$ cat config.mk
export PLATFORM = sky130hd
export DESIGN_NAME = lms_weight_bank_flat
export DESIGN_NICKNAME = d
export VERILOG_FILES = /design/src/rtl/lms_weight_bank_if.sv /design/src/rtl/lms_weight_bank.sv /design/src/flat_wrapper.sv
export SDC_FILE = /design/constraint.sdc
export NUM_CORES = 2
export LEC_CHECK = 0
export BUFFER_PORTS_ARGS = -buffer_cell sky130_fd_sc_hd__buf_4
export CAP_MARGIN = 30
export CORE_MARGIN = 4
export CORE_UTILIZATION = 55
export DETAILED_ROUTE_END_ITERATION = 10
export PLACE_DENSITY = 0.78
export SLEW_MARGIN = 20
export SYNTH_ARGS = -nofsm -noshare
export SYNTH_HDL_FRONTEND = slang
export SYNTH_SLANG_ARGS = --single-unit
export TNS_END_PERCENT = 30
$ cat constraint.sdc
create_clock -name clk -period 20.2 [get_ports clk]
set_clock_uncertainty 0.15 [all_clocks]
set_input_delay 4.04 -clock clk [delete_from_list [all_inputs] [get_ports clk]]
set_output_delay 4.04 -clock clk [all_outputs]
set_load 0.1 [all_outputs]
$ cat src/rtl/lms_weight_bank_if.sv
// Handshake and data bundle for the LMS tap-weight update engine.
// reff_i and weights_o pack tap i at bits [i*DW +: DW].
interface lms_weight_bank_if #(
    parameter int NTAPS = 16,
    parameter int DW    = 14
);
    logic                  start_i;
    logic                  clear_i;
    logic                  leak_en_i;
    logic [DW-1:0]         e_i;
    logic [NTAPS*DW-1:0]   reff_i;
    logic                  busy_o;
    logic                  done_o;
    logic                  sat_flag_o;
    logic [NTAPS*DW-1:0]   weights_o;

    modport slave (
        input  start_i, clear_i, leak_en_i, e_i, reff_i,
        output busy_o, done_o, sat_flag_o, weights_o
    );

    modport master (
        output start_i, clear_i, leak_en_i, e_i, reff_i,
        input  busy_o, done_o, sat_flag_o, weights_o
    );
endinterface

$ cat src/rtl/lms_weight_bank.sv
// Serial LMS weight update: w[i] <= sat(w[i] + ((e*reff[i]) >>> MU_SHIFT) - leak),
// one tap per cycle through a registered multiply and a saturating write-back stage.
module lms_weight_bank #(
    parameter int NTAPS      = 16,
    parameter int DW         = 14,
    parameter int MU_SHIFT   = 10,
    parameter int LEAK_SHIFT = 8
) (
    input  logic               clk,
    input  logic               rst,
    lms_weight_bank_if.slave   bus
);
    localparam int IW = (NTAPS > 1) ? $clog2(NTAPS) : 1;
    localparam int PW = 2 * DW;
    localparam int SW = 2 * DW + 2;

    typedef enum logic [1:0] {IDLE, RUN, FLUSH, DONE} state_t;

    state_t               state_q;
    logic [IW-1:0]        idx_q;
    logic [IW-1:0]        pidx_q;
    logic                 pv_q;
    logic signed [DW-1:0] e_q;
    logic signed [DW-1:0] reff_q [NTAPS];
    logic                 leak_q;
    logic signed [PW-1:0] p_q;
    logic signed [DW-1:0] w_q [NTAPS];
    logic                 busy_q;
    logic                 done_q;
    logic                 sat_q;

    logic signed [PW-1:0] p_d;
    logic signed [DW-1:0] w_cur;
    logic signed [SW-1:0] wext, delta, lk, sum;
    logic signed [DW-1:0] wb_d;
    logic                 wb_sat_d;

    always_comb begin
        p_d      = PW'(e_q) * PW'(reff_q[idx_q]);
        w_cur    = w_q[pidx_q];
        wext     = $signed({{(SW-DW){w_cur[DW-1]}}, w_cur});
        delta    = $signed({{(SW-PW){p_q[PW-1]}}, p_q}) >>> MU_SHIFT;
        lk       = leak_q ? (wext >>> LEAK_SHIFT) : '0;
        sum      = wext + delta - lk;
        wb_d     = sum[DW-1:0];
        wb_sat_d = 1'b0;
        // In range only when every bit above the DW-bit sign position matches it.
        if (!((sum[SW-1:DW-1] == '0) || (sum[SW-1:DW-1] == '1))) begin
            wb_sat_d = 1'b1;
            wb_d     = sum[SW-1] ? {1'b1, {(DW-1){1'b0}}} : {1'b0, {(DW-1){1'b1}}};
        end
    end

    always_ff @(posedge clk or posedge rst) begin
        if (rst) begin
            state_q <= IDLE;
            idx_q   <= '0;
            pidx_q  <= '0;
            pv_q    <= 1'b0;
            e_q     <= '0;
            leak_q  <= 1'b0;
            p_q     <= '0;
            busy_q  <= 1'b0;
            done_q  <= 1'b0;
            sat_q   <= 1'b0;
            for (int unsigned i = 0; i < NTAPS; i++) begin
                reff_q[i] <= '0;
                w_q[i]    <= '0;
            end
        end else if (bus.clear_i) begin
            state_q <= IDLE;
            idx_q   <= '0;
            pv_q    <= 1'b0;
            busy_q  <= 1'b0;
            done_q  <= 1'b0;
            sat_q   <= 1'b0;
            for (int unsigned i = 0; i < NTAPS; i++) begin
                w_q[i] <= '0;
            end
        end else begin
            done_q <= 1'b0;
            pv_q   <= 1'b0;
            if (pv_q) begin
                w_q[pidx_q] <= wb_d;
                if (wb_sat_d) begin
                    sat_q <= 1'b1;
                end
            end
            case (state_q)
                IDLE: begin
                    if (bus.start_i) begin
                        state_q <= RUN;
                        busy_q  <= 1'b1;
                        idx_q   <= '0;
                        e_q     <= $signed(bus.e_i);
                        leak_q  <= bus.leak_en_i;
                        for (int unsigned i = 0; i < NTAPS; i++) begin
                            reff_q[i] <= $signed(bus.reff_i[i*DW +: DW]);
                        end
                    end
                end
                RUN: begin
                    p_q    <= p_d;
                    pidx_q <= idx_q;
                    pv_q   <= 1'b1;
                    if (idx_q == IW'(NTAPS - 1)) begin
                        state_q <= FLUSH;
                    end else begin
                        idx_q <= idx_q + IW'(1);
                    end
                end
                FLUSH: begin
                    state_q <= DONE;
                    done_q  <= 1'b1;
                end
                DONE: begin
                    state_q <= IDLE;
                    busy_q  <= 1'b0;
                end
                default: begin
                    state_q <= IDLE;
                    busy_q  <= 1'b0;
                end
            endcase
        end
    end

    always_comb begin
        bus.weights_o = '0;
        for (int unsigned i = 0; i < NTAPS; i++) begin
            bus.weights_o[i*DW +: DW] = w_q[i];
        end
    end

    assign bus.busy_o     = busy_q;
    assign bus.done_o     = done_q;
    assign bus.sat_flag_o = sat_q;
endmodule

$ cat src/flat_wrapper.sv
// flat-port wrapper written by rule: the top's interface ports become plain ports
module lms_weight_bank_flat 
#(
    parameter int NTAPS      = 16,
    parameter int DW         = 14,
    parameter int MU_SHIFT   = 10,
    parameter int LEAK_SHIFT = 8
)
  (clk, rst, bus_start_i, bus_clear_i, bus_leak_en_i, bus_e_i, bus_reff_i, bus_busy_o, bus_done_o, bus_sat_flag_o, bus_weights_o);
  lms_weight_bank_if #(.NTAPS(NTAPS), .DW(DW)) bus_i ();
  input  logic clk;
  input  logic rst;
  input wire logic [$bits(bus_i.start_i)-1:0] bus_start_i;
  input wire logic [$bits(bus_i.clear_i)-1:0] bus_clear_i;
  input wire logic [$bits(bus_i.leak_en_i)-1:0] bus_leak_en_i;
  input wire logic [$bits(bus_i.e_i)-1:0] bus_e_i;
  input wire logic [$bits(bus_i.reff_i)-1:0] bus_reff_i;
  output wire logic [$bits(bus_i.busy_o)-1:0] bus_busy_o;
  output wire logic [$bits(bus_i.done_o)-1:0] bus_done_o;
  output wire logic [$bits(bus_i.sat_flag_o)-1:0] bus_sat_flag_o;
  output wire logic [$bits(bus_i.weights_o)-1:0] bus_weights_o;
  assign bus_i.start_i = bus_start_i;
  assign bus_i.clear_i = bus_clear_i;
  assign bus_i.leak_en_i = bus_leak_en_i;
  assign bus_i.e_i = bus_e_i;
  assign bus_i.reff_i = bus_reff_i;
  assign bus_busy_o = bus_i.busy_o;
  assign bus_done_o = bus_i.done_o;
  assign bus_sat_flag_o = bus_i.sat_flag_o;
  assign bus_weights_o = bus_i.weights_o;
  lms_weight_bank #(.NTAPS(NTAPS), .DW(DW), .MU_SHIFT(MU_SHIFT), .LEAK_SHIFT(LEAK_SHIFT)) u_core (.clk(clk), .rst(rst), .bus(bus_i));
endmodule
### After elaboration in Yosys (flattened, before gate mapping)

Index checks and enable logic that the tools add are counted.

* order comparisons: 3
* bitwise gates (word level): 3
* mux-type cells: 32
* equal/unequal tests: 9
* add/subtract/negate cells: 3
* multipliers: 1
* reduce and logical (&&, ||, !) cells: 13

Operators with widths (count)
* 224-bit 2-to-1 mux: 2
* 224-bit bitwise mux: 1
* 14-bit binary-select mux with 4-bit select: 2
* 14-bit 2-to-1 mux: 7
* 14-bit demux with 4-bit select: 1
* 30-bit subtractor: 1
* 14-bit by 14-bit multiplier with 28-bit output: 1
* 22-bit 2-to-1 mux: 1
* 14-bit by 18-bit adder with 19-bit output: 1
* 17-bit equality test, second input constant: 1
* 17-bit logical NOT: 1
* 4-bit 2-to-1 mux: 3
* 5-bit greater-or-equal comparator, second input constant: 2
* 4-bit NOT with 5-bit output: 2
* 1-bit 2-to-1 mux: 9
* 2-bit one-hot mux with 4 select lines: 1
* 4-bit one-hot mux with 2 select lines: 1
* 2-bit AND reduction: 4
* 2-bit 2-to-1 mux: 3
* 3-bit != test, second input constant: 2
* 3-bit AND reduction: 2
* 3-bit nonzero test: 2
* 5-bit by 1-bit < comparator with 1-bit output, second input constant: 1
* 4-bit by 1-bit adder with 4-bit output, second input constant: 1
* other kinds (11): 12

* register bits: 505
* word-level logic and storage cells: 106
* input port bits: 243
* output and inout bits: 227

### Longest topological paths before layout

* depth after elaboration: 12
* depth in mapped cells: 31
* gate-level depth less buffers: 26

### Worst setup path before layout

No wires, ideal clock.

* kind: register to register
* start point: reg u_core.idx_q[0]
* end point: reg u_core.p_q[27]
* data required time: 19.968 ns
* stages on the path, launching flop included: 29
* setup time: 0.082 ns
* data arrival time: 8.074 ns
* slack: 11.894 ns
* buffers on the path: 4
* clock period less this slack: 8.306 ns
* cell sequence: dfrtp_1 -> clkbuf_1 -> buf_2 -> buf_1 -> mux4_2 -> mux4_2 -> clkbuf_1 -> and2_1 -> fa_1 -> inv_1 -> fa_1 -> inv_1 -> fa_1 -> inv_1 -> fa_1 -> inv_1 -> fa_1 -> fa_1 -> ha_1 -> o21a_1 -> o21ai_0 -> a21boi_0 -> o21a_1 -> a22oi_1 -> a21oi_1 -> o21ai_0 -> a21boi_0 -> or4_1 -> a31oi_1

* longest elaborated chain between the ends: 5

RTL lines
* start: declaration: line lms_weight_bank.sv:20 `logic [IW-1:0] idx_q;`
* start signal: assignment: line lms_weight_bank.sv:109 `idx_q <= idx_q + IW'(1);`
* 4-bit NOT with 5-bit output (not written as such): line lms_weight_bank.sv:39 `p_d = PW'(e_q) * PW'(reff_q[idx_q]);`
* 14-bit binary-select mux with 4-bit select: line lms_weight_bank.sv:39
* 14-bit 2-to-1 mux (not written as such) (2 in series): line lms_weight_bank.sv:39
* 14-bit by 14-bit multiplier with 28-bit output: line lms_weight_bank.sv:39
* end signal: assignment: line lms_weight_bank.sv:103 `p_q <= p_d;`
* end: declaration: line lms_weight_bank.sv:26 `logic signed [PW-1:0] p_q;`

No other way between the ends. The select of a mux whose other input is x is not followed.
A chain may end at the register's enable or synchronous reset.

### Worst setup path after layout

Ends and elaborated chain as after synthesis.

==> report_table.html <==
<table>
<tr><th>Metric</th><th>Value</th></tr>
<tr><th colspan="2">Status</th></tr>
<tr><td>Status</td><td>finished, final reports clean</td></tr>
<tr><th colspan="2">Placed design</th></tr>
<tr><td>Placed insts</td><td>3793</td></tr>
<tr><td>DP HPWL</td><td>72700 um</td></tr>
<tr><td>Number of port buffers</td><td>469</td></tr>
<tr><td>GPL Wtd Cong</td><td>0.930</td></tr>
<tr><th colspan="2">Logic synthesis</th></tr>
<tr><td>Flip-flop and latch count after synthesis</td><td>495</td></tr>
<tr><td>Number of enable flip-flop cells after synthesis</td><td>0</td></tr>
<tr><td>Post-synth design cell area</td><td>31100 um2</td></tr>
<tr><td>Synth top area cells</td><td>sky130_fd_sc_hd__dfrtp_1, sky130_fd_sc_hd__fa_1, sky130_fd_sc_hd__mux4_2</td></tr>
<tr><td>Sequential fraction of the synthesis area</td><td>39.9%</td></tr>
<tr><td>Yosys top cell by area</td><td>sky130_fd_sc_hd__dfrtp_1</td></tr>
<tr><td>Top-area cell type share of the netlist area</td><td>39.9%</td></tr>
<tr><td>Number of warning messages in the yosys log</td><td>0</td></tr>
<tr><td>Most used flip-flop cell after synthesis</td><td>sky130_fd_sc_hd__dfrtp_1</td></tr>
<tr><td>Number of distinct library cell variants in the gate-level netlist after synthesis</td><td>75</td></tr>
<tr><td>Cell count after synthesis</td><td>2696</td></tr>
<tr><td>Post-synthesis async set-or-reset flop share</td><td>100%</td></tr>
<tr><td>Mean cell area of the mapped netlist</td><td>11.5 um2</td></tr>
<tr><td>Number of nets produced by synthesis</td><td>3244</td></tr>
<tr><th colspan="2">Die</th></tr>
<tr><td>Die extent in y</td><td>246 um</td></tr>
<tr><td>Chip width</td><td>246 um</td></tr>
<tr><td>Die Footprint</td><td>60400 um2</td></tr>
<tr><td>Placeable core area</td><td>55500 um2</td></tr>
<tr><td>Count of standard-cell rows</td><td>86</td></tr>
<tr><td>Ports</td><td>470</td></tr>
<tr><td>Initial cell density of the core</td><td>56.0%</td></tr>
<tr><th colspan="2">Clocking</th></tr>
<tr><td>CTS tree</td><td>done</td></tr>
<tr><td>Level count of the clock H-tree</td><td>2</td></tr>
<tr><td>Number of instances resized during post-cts repair</td><td>0</td></tr>
<tr><td>Hold buffers post-CTS</td><td>0</td></tr>
<tr><td>Clk_lat worst skew</td><td>0.59 ns</td></tr>
<tr><td>Post-CTS clock slew at the launch and capture registers of the worst setup and hold paths</td><td>0.06 ns</td></tr>
<tr><td>Clk root buf</td><td>sky130_fd_sc_hd__clkbuf_16</td></tr>
<tr><td>Maximum clock insertion buffer count</td><td>3</td></tr>
<tr><td>Post-CTS Setup Inserts</td><td>0</td></tr>
<tr><td>Sink count of the clock tree</td><td>495</td></tr>
<tr><td>TritonCTS Buffers</td><td>49</td></tr>
<tr><th colspan="2">Finish</th></tr>
<tr><td>Non-filler instance count after layout</td><td>3899</td></tr>
<tr><td>Number of nets in the layout</td><td>3648</td></tr>
<tr><td>P&amp;R area growth vs syn</td><td>19.6%</td></tr>
<tr><td>Ratio of cells with drive above 1 in the final layout</td><td>32.2%</td></tr>
<tr><th colspan="2">Route</th></tr>
<tr><td>Wire length reported by the detailed router</td><td>95000 um</td></tr>
<tr><td>Vias per cell</td><td>6.02</td></tr>
<tr><td>Post-DRT Antenna Nets</td><td>0</td></tr>
<tr><td>Remaining routing DRC violations</td><td>0</td></tr>
<tr><td>Number of iterations in the first detailed-routing pass</td><td>6</td></tr>
<tr><td>Vias after detailed routing</td><td>23468</td></tr>
<tr><td>Drt initial violations</td><td>2044</td></tr>
<tr><td>WL/cell</td><td>24.4 um</td></tr>
<tr><th colspan="2">Timing</th></tr>
<tr><td>Max Freq</td><td>0.112 GHz</td></tr>
<tr><td>Shortest period the worst path allows</td><td>8.97 ns</td></tr>
<tr><td>Actual slew at the worst max-slew pin</td><td>1.03 ns</td></tr>
<tr><td>Portion of the clock cycle consumed by the worst path in the final layout</td><td>44.4%</td></tr>
<tr><td>Tightest slew margin relative to the limit</td><td>31.4%</td></tr>
<tr><td>Final Slew Violations</td><td>0</td></tr>
<tr><td>Setup-failing EPs final</td><td>0</td></tr>
<tr><td>RSZ-0062 raised after global routing</td><td>no</td></tr>
<tr><td>Hold_ws</td><td>0.343 ns</td></tr>
<tr><td>Number of endpoints with negative hold slack in the final report</td><td>0</td></tr>
<tr><td>Setup_tns</td><td>0 ns</td></tr>
<tr><th colspan="2">Setup path</th></tr>
<tr><td>Worst Setup Path Type</td><td>reg -&gt; reg</td></tr>
<tr><td>Endpoint class of the critical path</td><td>register</td></tr>
<tr><td>Required arrival time at the worst endpoint</td><td>20.56 ns</td></tr>
<tr><td>Slowest cell on the critical path</td><td>sky130_fd_sc_hd__dfrtp_4</td></tr>
<tr><td>Kind of start point of the critical path</td><td>register</td></tr>
<tr><td>Highest fanout seen on the critical path</td><td>38</td></tr>
<tr><td>Arrival time at the worst endpoint</td><td>9.33 ns</td></tr>
<tr><td>Dominant cell type by count on the critical path</td><td>sky130_fd_sc_hd__fa_1</td></tr>
<tr><td>Crit path largest cell delay</td><td>0.79 ns</td></tr>
<tr><td>Total buffers and inverters traversed by the critical path</td><td>5</td></tr>
<tr><td>Top delay family on crit path</td><td>adder cells</td></tr>
<tr><th colspan="2">Global routing</th></tr>
<tr><td>Combined global-route utilization of all metal layers</td><td>31.4%</td></tr>
<tr><td>Maximum number of pins on one net before global-route repair</td><td>166</td></tr>
<tr><td>Number of global-route vias before repair</td><td>24162</td></tr>
<tr><td>Wire length of the first global-routing pass</td><td>146000 um</td></tr>
<tr><td>Antenna violations before repair</td><td>18</td></tr>
<tr><td>Grt total ovfl</td><td>0</td></tr>
<tr><th colspan="2">Run</th></tr>
<tr><td>Number of maximum-capacitance constraint violations</td><td>0</td></tr>
<tr><th colspan="2">Hold path</th></tr>
<tr><td>HP Class</td><td>reg -&gt; reg</td></tr>
</table>
## worst reg2reg max path, cell delays in order, from the launching register on
cell	delay (ns)
sky130_fd_sc_hd__dfrtp_4	0.79
sky130_fd_sc_hd__buf_4	0.69
sky130_fd_sc_hd__mux4_2	0.60
sky130_fd_sc_hd__mux4_2	0.66
sky130_fd_sc_hd__and2_1	0.26
sky130_fd_sc_hd__fa_1	0.53
sky130_fd_sc_hd__inv_1	0.05
sky130_fd_sc_hd__fa_1	0.47
sky130_fd_sc_hd__inv_1	0.05
sky130_fd_sc_hd__fa_1	0.50
sky130_fd_sc_hd__inv_1	0.05
sky130_fd_sc_hd__fa_1	0.53
sky130_fd_sc_hd__inv_1	0.06
sky130_fd_sc_hd__fa_1	0.38
sky130_fd_sc_hd__fa_1	0.48
sky130_fd_sc_hd__ha_1	0.33
sky130_fd_sc_hd__o21a_1	0.20
sky130_fd_sc_hd__o21ai_0	0.18
sky130_fd_sc_hd__a21boi_0	0.15
sky130_fd_sc_hd__o21a_1	0.14
sky130_fd_sc_hd__a22oi_1	0.18
sky130_fd_sc_hd__a21oi_1	0.16
sky130_fd_sc_hd__o21ai_0	0.38
sky130_fd_sc_hd__a21boi_0	0.22
sky130_fd_sc_hd__or4_1	0.51
sky130_fd_sc_hd__a31oi_1	0.17
## flip-flops by register name (all words and copies together) (netlist names)
| name | count |
|---|---|
| u_core.p_q | 18 |
| u_core.pidx_q | 4 |
| u_core.pv_q | 1 |
| u_core.e_q | 14 |
| u_core.bus.busy_o | 1 |
| u_core.bus.sat_flag_o | 1 |
| u_core.idx_q | 4 |
| u_core.bus.weights_o | 224 |
| u_core.state_q | 2 |
| u_core.leak_q | 1 |
| u_core.bus.done_o | 1 |
| u_core.reff_q | 224 |
## final timing paths
path                       cells after the start  slack, ns                             end                         from
setup / recovery                              25      11.23      u_core.p_q[27]$_DFFE_PP0P_  u_core.idx_q[0]$_DFFE_PP0P_
hold / removal                                 2       0.34    u_core.pidx_q[1]$_DFFE_PP0P_  u_core.idx_q[1]$_DFFE_PP0P_
setup reg to reg                              25      11.23      u_core.p_q[27]$_DFFE_PP0P_  u_core.idx_q[0]$_DFFE_PP0P_
hold reg to reg                                2       0.34    u_core.pidx_q[1]$_DFFE_PP0P_  u_core.idx_q[1]$_DFFE_PP0P_
max in group asynchronous                      4      14.94  u_core.reff_q[164]$_DFFE_PP0P_                          rst
min in group asynchronous                      2       3.29  u_core.reff_q[139]$_DFFE_PP0P_                          rst
## through the flow
stage | setup WS [ns] | instance area (um2) | util (%)
6_report | 11.23 | 37200 | 66.9
5_1_grt | 10.57 | 37100 | 66.9
4_1_cts | 11.19 | 37000 | 66.7
3_5_place_dp | 11.23 | 35300 | 63.5
3_3_place_gp | 11.34 | 35200 | 63.4
2_1_floorplan | 2.19 | 31100 | -
## cell usage after synthesis (10+ instances only)
library cell	count
sky130_fd_sc_hd__dfrtp_1	495
sky130_fd_sc_hd__nand2_1	353
sky130_fd_sc_hd__mux2_2	248
sky130_fd_sc_hd__inv_1	223
sky130_fd_sc_hd__fa_1	196
sky130_fd_sc_hd__mux4_2	129
sky130_fd_sc_hd__o21ai_1	123
sky130_fd_sc_hd__clkbuf_1	119
sky130_fd_sc_hd__o21ai_0	119
sky130_fd_sc_hd__and2_1	115
sky130_fd_sc_hd__ha_1	109
sky130_fd_sc_hd__a21oi_1	57
sky130_fd_sc_hd__nor2_1	56
sky130_fd_sc_hd__xnor2_1	41
sky130_fd_sc_hd__a22o_1	29
sky130_fd_sc_hd__a21o_1	22
sky130_fd_sc_hd__buf_2	18
sky130_fd_sc_hd__buf_1	17
sky130_fd_sc_hd__nand3_1	16
sky130_fd_sc_hd__mux2i_1	14
sky130_fd_sc_hd__a31oi_1	13
sky130_fd_sc_hd__o21a_1	13
sky130_fd_sc_hd__xor2_1	13
sky130_fd_sc_hd__nand2b_1	12
sky130_fd_sc_hd__nor2b_1	11
sky130_fd_sc_hd__o21ai_2	10
## cells in the final DEF (no fill, tap or decap), types with 6 or more instances in the layout
master and instances:
sky130_fd_sc_hd__nand4_1 9, sky130_fd_sc_hd__and3_1 9, sky130_fd_sc_hd__o21ai_1 123, sky130_fd_sc_hd__dfrtp_1 491, sky130_fd_sc_hd__xor2_1 13, sky130_fd_sc_hd__nor2_1 56, sky130_fd_sc_hd__a22o_1 29, sky130_fd_sc_hd__nand3_1 16
sky130_fd_sc_hd__a31oi_1 13, sky130_fd_sc_hd__buf_4 503, sky130_fd_sc_hd__a21oi_1 54, sky130_fd_sc_hd__bufinv_16 8, sky130_fd_sc_hd__diode_2 15, sky130_fd_sc_hd__xnor2_1 41, sky130_fd_sc_hd__o21ai_0 119, sky130_fd_sc_hd__clkbuf_8 11
sky130_fd_sc_hd__o21bai_1 8, sky130_fd_sc_hd__mux2_2 248, sky130_fd_sc_hd__or2_2 9, sky130_fd_sc_hd__fa_1 196, sky130_fd_sc_hd__ha_1 109, sky130_fd_sc_hd__clkinv_2 6, sky130_fd_sc_hd__inv_1 222, sky130_fd_sc_hd__nand2_1 353
sky130_fd_sc_hd__mux2i_1 14, sky130_fd_sc_hd__mux4_2 129, sky130_fd_sc_hd__a21o_1 22, sky130_fd_sc_hd__o21ai_2 10, sky130_fd_sc_hd__nor2b_1 11, sky130_fd_sc_hd__clkbuf_16 50, sky130_fd_sc_hd__nand2b_1 12, sky130_fd_sc_hd__and2_1 115
sky130_fd_sc_hd__o21a_1 13
## cell type report
cell class | count | area (um2)
multi-input combinational | 1820 | 17200
timing repair buffer | 511 | 3930
clock inverter | 21 | 350
sequential | 495 | 12400
fill | 4109 | 18400
antenna | 15 | 37.5
clock buffer | 66 | 1420
inverter | 223 | 845
tap | 748 | 936
## per-layer routing
metal	track usage (%)	share of wire, %	wire length, um
met5	0	0.026	25
met4	11.7	4.2	3950
met3	7.57	9.1	8630
met2	50.7	49	46200
met1	42.0	38	36200
## cells by family after synthesis
kind of cell | share of synthesized area, %
AND/OR/NAND/NOR | 9.17
buffers and inverters | 4.73
adder cells (fa/ha/maj) | 17.0
AO/OA/AOI/OAI | 8.91
multiplexers | 18.8
XOR/XNOR | 1.52
flip-flops | 39.9
Power is left out: the tool's default activity adds up to more than one toggle a clock period on the data nets, which glitch-free logic cannot reach.
